===== src/rtl/render_pkg.sv =====
// Shared types for the render front end: vertex fetch sequencing and triangle layout.
package render_pkg;

  localparam int VERT_WORDS    = 4;
  localparam int WORDS_PER_TRI = 3 * VERT_WORDS;

  typedef enum logic [2:0] {
    IDLE,
    ISSUE,
    WAIT_DATA,
    PRESENT,
    DRAIN,
    DONE
  } fetch_state_t;

  typedef struct packed {
    logic [VERT_WORDS-1:0][31:0] w;
  } vertex_t;

  typedef vertex_t [2:0] tri_t;

endpackage


===== src/rtl/vertex_fetch_ctrl.sv =====
// Walks the vertex buffer one Avalon word at a time, assembles triangles and hands
// them downstream, then waits for the pipeline to drain before pulsing done.
module vertex_fetch_ctrl
  import render_pkg::*;
#(
  parameter int ADDR_W         = 26,
  parameter int WORDS_PER_VERT = VERT_WORDS,
  parameter int CNT_W          = 16
) (
  input  logic                          clk,
  input  logic                          reset,
  input  logic                          start,
  input  logic [ADDR_W-1:0]             vertex_buffer_base,
  input  logic [CNT_W-1:0]              tri_count,
  output logic [ADDR_W-1:0]             avm_address,
  output logic                          avm_read,
  input  logic                          avm_waitrequest,
  input  logic [31:0]                   avm_readdata,
  input  logic                          avm_readdatavalid,
  output logic                          tri_valid,
  input  logic                          tri_ready,
  output logic [96*WORDS_PER_VERT-1:0]  tri_data,
  output logic                          tri_last,
  input  logic                          pipe_idle,
  output logic                          busy,
  output logic                          done
);

  localparam int TRI_WORDS = 3 * WORDS_PER_VERT;
  localparam int SLOT_W    = $clog2(TRI_WORDS);
  localparam int WIDX_W    = CNT_W + 4;

  // Handshakes: a read command completes on a cycle with avm_read && !avm_waitrequest,
  // and a triangle transfers on a cycle with tri_valid && tri_ready; the command and
  // the triangle payload stay frozen until their completing cycle.

  fetch_state_t            state, state_nxt;
  logic [ADDR_W-1:0]       base_q;
  logic [CNT_W-1:0]        count_q;
  logic [CNT_W-1:0]        tri_idx;
  logic [WIDX_W-1:0]       word_idx;
  logic [SLOT_W-1:0]       slot;
  logic [31:0]             tri_buf [TRI_WORDS];
  logic                    last_slot;
  logic                    last_tri;

  // slot tracks word_idx mod TRI_WORDS without a divider
  assign last_slot = (slot == SLOT_W'(TRI_WORDS - 1));
  assign last_tri  = (tri_idx == count_q - CNT_W'(1));

  assign avm_read    = (state == ISSUE);
  assign avm_address = avm_read ? base_q + ADDR_W'({word_idx, 2'b00}) : '0;
  assign tri_valid   = (state == PRESENT);
  assign tri_last    = tri_valid && last_tri;

  always_comb begin
    tri_data = '0;
    for (int i = 0; i < TRI_WORDS; i++) tri_data[32*i +: 32] = tri_buf[i];
  end

  always_comb begin
    state_nxt = state;
    case (state)
      IDLE:      if (start) state_nxt = (tri_count == '0) ? DONE : ISSUE;
      ISSUE:     if (!avm_waitrequest) state_nxt = WAIT_DATA;
      WAIT_DATA: if (avm_readdatavalid) state_nxt = last_slot ? PRESENT : ISSUE;
      PRESENT:   if (tri_ready) state_nxt = last_tri ? DRAIN : ISSUE;
      DRAIN:     if (pipe_idle) state_nxt = DONE;
      DONE:      state_nxt = IDLE;
      default:   state_nxt = IDLE;
    endcase
  end

  always_ff @(posedge clk) begin
    if (reset) begin
      state    <= IDLE;
      base_q   <= '0;
      count_q  <= '0;
      tri_idx  <= '0;
      word_idx <= '0;
      slot     <= '0;
      busy     <= 1'b0;
      done     <= 1'b0;
      for (int i = 0; i < TRI_WORDS; i++) tri_buf[i] <= '0;
    end else begin
      state <= state_nxt;
      // done lags the DONE state by one edge, and busy falls on that same edge
      done  <= (state == DONE);
      case (state)
        IDLE: begin
          if (start) begin
            base_q   <= vertex_buffer_base;
            count_q  <= tri_count;
            tri_idx  <= '0;
            word_idx <= '0;
            slot     <= '0;
            busy     <= 1'b1;
          end
        end
        WAIT_DATA: begin
          if (avm_readdatavalid) begin
            tri_buf[slot] <= avm_readdata;
            word_idx      <= word_idx + WIDX_W'(1);
            slot          <= last_slot ? '0 : slot + SLOT_W'(1);
          end
        end
        PRESENT: begin
          if (tri_ready) tri_idx <= tri_idx + CNT_W'(1);
        end
        DONE: busy <= 1'b0;
        default: ;
      endcase
    end
  end

endmodule


===== config.mk =====
export PLATFORM = sky130hd
export DESIGN_NAME = vertex_fetch_ctrl
export DESIGN_NICKNAME = d
export VERILOG_FILES = /design/src/rtl/render_pkg.sv /design/src/rtl/vertex_fetch_ctrl.sv
export SDC_FILE = /design/constraint.sdc
export NUM_CORES = 1
export LEC_CHECK = 0
export ABC_AREA = 1
export BUFFER_PORTS_ARGS = -buffer_cell sky130_fd_sc_hd__buf_2
export CORE_AREA = 2 2 195 197
export CTS_CLUSTER_SIZE = 12
export DETAILED_ROUTE_END_ITERATION = 7
export DIE_AREA = 0 0 197 199
export PLACE_DENSITY = 0.78
export RECOVER_POWER = 50
export SYNTH_ARGS = -nofsm -noshare
export SYNTH_HDL_FRONTEND = slang
export SYNTH_SLANG_ARGS = --single-unit

===== constraint.sdc =====
create_clock -name clk -period 5.53 [get_ports clk]
set_input_delay 0.2765 -clock clk [delete_from_list [all_inputs] [get_ports clk]]
set_output_delay 0.2765 -clock clk [all_outputs]
set_load 0.01 [all_outputs]

==> results.toml <==
[place]
hpwlAfterDp_um = 44300
globalplace.congestion = 0.898
place_inst = 2653
port_buffers = 495
pre_cts_ws_ps = 1820

[power_and_ir_drop]
leakage_uw = 0.00901
switchingPower_uw = 2020
ir_worst_vdd_mv = 0.196
p_per_area_mw_per_mm2 = 344
share_comb_of_total_power = 0.115
p_sw_frac = 0.258
internal_power_uw = 5830
p_seq_frac = 0.520
p_clk_frac = 0.366

[min_path]
worstHoldPathCells = 3
holdPathEnd = "base_q[0]"
worstHoldPathType = "in -> reg"
min_from = "vertex_buffer_base[0]"

[cts]
clk_latency_ps = 560
cts_buffers = 47
cts-root-to-sink-buffers = 3
clkTransAtPathRegs_ps = 60
cts_max_level = 2
root_buffer = "clkbuf_16"
cts_tree = "built"
clock-sinks = 471

[grt]
grt_overflow = 0
antenna_found_initial = 0
grt_pass1_wl_um = 88400
grt_max_degree = 58
grt_pass1_vias = 14361
grtUsageTotal = 0.306

[die]
die_h_um = 199
ioPinCount = 496
num_rows = 71
dieArea_mm2 = 0.0392
core_area_mm2 = 0.0371
die_w_um = 197
initial_core_util = 0.514

[timing]
hold_viol_final = 0
slew_headroom = -0.316
setup_ws_ps = 1310
setup_violations = 0
worst_pin_slew_ps = 1970
fmax_ghz = 0.237
fin_crit_sh = 0.762
rsz0062_at_grt = "false"
slew_viol_final = 236
fin_crit_ps = 4220
final.setup_skew_ps = 13.8
tns_ps = 0

[drt]
routed_via_density = 5.55
dr.pass1.iters = 6
top_layer_used = "met4"
dr_total_vias = 15188
wl_met3_um = 5940
first_iter_violations = 1579
totalWireLength_um = 61600
wl_met2_um = 30300
drc_errors = 0
detail-route-antenna-nets = 0
drt-met1-wl_um = 22000
wl_per_cell_um = 22.5

[synth]
ys_ff_latch = 471
yosysTopAreaCellShare = 0.605
synth_area_leaders = "edfxtp_1 (60%), nor2_1 (9.2%), dfxtp_1 (9.1%)"
syn_nets = 1871
yosys_warnings = 0
syn_avg_cell_area_um2 = 10.8
netlist_area_mm2 = 0.0191
ys_types = 42
syn_inst = 1762
synth_edf_count = 384
yosysTopAreaCell = "edfxtp_1"
async_flop_share = 0
synth_ff_type = "edfxtp_1"
seq_area_frac_synth = 0.696

[layout]
diodes = 0
regArea_mm2 = 0.0133
drive_gt1_frac = 0.0848
syn_to_final_growth_pct = 19.9
final_cells = 2737
fin_util = 0.616
n_fill_cell = 3217
layout.nets = 2349
multi_input_area_mm2 = 0.00495

[setup_path]
critPathSlowestCell = "nand2_1"
cp_data_required_time_ps = 5770
cp_top_family = "simple AND/OR/NAND/NOR gates"
cp_num_buf_inv = 3
r2r-end = "tri_buf[11][26]"
crit_chain = "inv_1, nand2_4, nor2_1, nand2_1, nor2_1, nand2_1, clkbuf_1, nand2_1, buf_4"
crit_fanout = 33
r2r_cells = 9
crit_arrival_ps = 4450
end_kind = "flip-flop"
crit_top_cell = "nand2_1"
rrSetupSlack_ps = 1310
crit_path_start_kind = "flip-flop"
slowest_delay_ps = 860
worst-setup-path-type = "reg -> reg"
timing.rr.start = "state[2]"

[job]
cap_violations = 7

[run_status]
violations = "max-capacitance violations, max-slew violations"
run_status = "complete, but fails checks"
cell usage in the layout (no fill, tap or decap), types with 3 or more instances in the layout:
cell type,synthesis,final
edfxtp_1,384,384
dlygate4sd3_1,0,12
nor4_1,8,8
dfxtp_1,87,87
buf_4,0,10
and3_1,3,3
nand4_1,15,15
o21ai_0,60,60
clkinv_1,3,5
nand3_1,93,89
a31oi_1,4,4
nand3b_1,4,4
nand2_1,191,189
xor2_1,8,8
clkbuf_16,0,48
nor2_1,468,471
clkbuf_1,91,413
nand3_2,1,5
inv_1,122,125
ha_1,27,27
nor3_1,23,23
a21oi_1,114,114
buf_2,2,104
inv_6,0,3
xnor2_1,8,8
nand2_2,7,9
a211oi_1,5,5
nor2_2,3,3
worst register-to-register path, delay by kind of cell (launching register included):
family | cells | cell delay [ps]
DFF | 1 | 340
buffers and inverters | 3 | 1240
and+or+nand+nor | 6 | 2290
kinds of logic (layout without fill, tap and decap cells):
kind of cell | after synthesis | after routing | share of synthesized area
DFF | 471 | 471 | 0.696
buffers and inverters | 225 | 726 | 0.0444
xor gates and xnor gates | 16 | 16 | 0.00735
and+or+nand+nor | 827 | 827 | 0.180
AOI/OAI and AO/OA | 195 | 195 | 0.0535
adders and majority gates | 28 | 28 | 0.0188
worst max-delay path by stage:
stage                         from         endpoint  slack (ps)  cells past startpoint
after floorplan           state[2]    tri_buf[0][0]        2960                      9
after global placement    state[2]   tri_buf[3][14]        1960                      7
after detailed placement  state[2]   tri_buf[8][26]        1820                      7
after CTS                 state[2]   tri_buf[8][27]        1770                      7
after global routing      state[2]  tri_buf[11][30]        1020                      9
final                     state[2]  tri_buf[11][26]        1310                      9
through the flow:
| stage | total power [uW] | hold slack (ps) | instance area [um^2] |
|---|---|---|---|
| 6_report | 7860 | 14.3 | 22900 |
| 2_1_floorplan | 4690 | 430 | 19100 |
| 5_1_grt | 8100 | 8.72 | 22900 |
| 4_1_cts | 7890 | 2.03 | 23400 |
| 3_3_place_gp | 5050 | 442 | 21900 |
| 3_5_place_dp | 5070 | 456 | 21900 |
synthesized netlist by cell type, drive strengths merged, types with 5 or more instances:
| cell | instances |
|---|---|
| edfxtp | 384 |
| xnor2 | 8 |
| nand4 | 15 |
| nand2 | 199 |
| ha | 27 |
| a211oi | 5 |
| nor4 | 8 |
| inv | 127 |
| nand3 | 94 |
| xor2 | 8 |
| nor3 | 24 |
| a21oi | 114 |
| dfxtp | 87 |
| o21ai | 62 |
| nor2 | 475 |
| clkbuf | 91 |
timing repair:
| item | in CTS | in global routing |
|---|---|---|
| hold buffers | 12 | 0 |
| buffers inserted | 0 | 0 |
| endpoints found under the hold margin | 12 | 0 |
| endpoints found under the setup margin | 0 | 0 |
| resized for setup | 0 | 0 |
power groups by stage:
stage | combinational, uW | clock (uW) | sequential, uW
after global placement | 905 | 0 | 4150
after floorplan | 512 | 0 | 4180
after detailed placement | 920 | 0 | 4150
after CTS | 931 | 2880 | 4080
after global routing | 985 | 3020 | 4090
final | 900 | 2870 | 4080
state kept, by name, indices dropped and copies added (netlist names):
register  cells
slot          4
state         3
count_q      16
done          1
tri_idx      16
base_q       26
word_idx     20
busy          1
tri_buf     384
final cells by class:
type	count	share of cell area
clock buffer	65	0.0562
clock inverter	7	0.00241
inverter	130	0.0213
multi-input combinational	1066	0.217
sequential	471	0.581
tap	474	0.0259
timing repair buffer	524	0.0967
per-layer routing:
layer  GRT usage  up-vias
met5           0        -
met2       0.526      926
li1            -     6892
met4       0.146        0
met3      0.0587      184
met1       0.374     7186
Power figures use the tool's default switching activity.
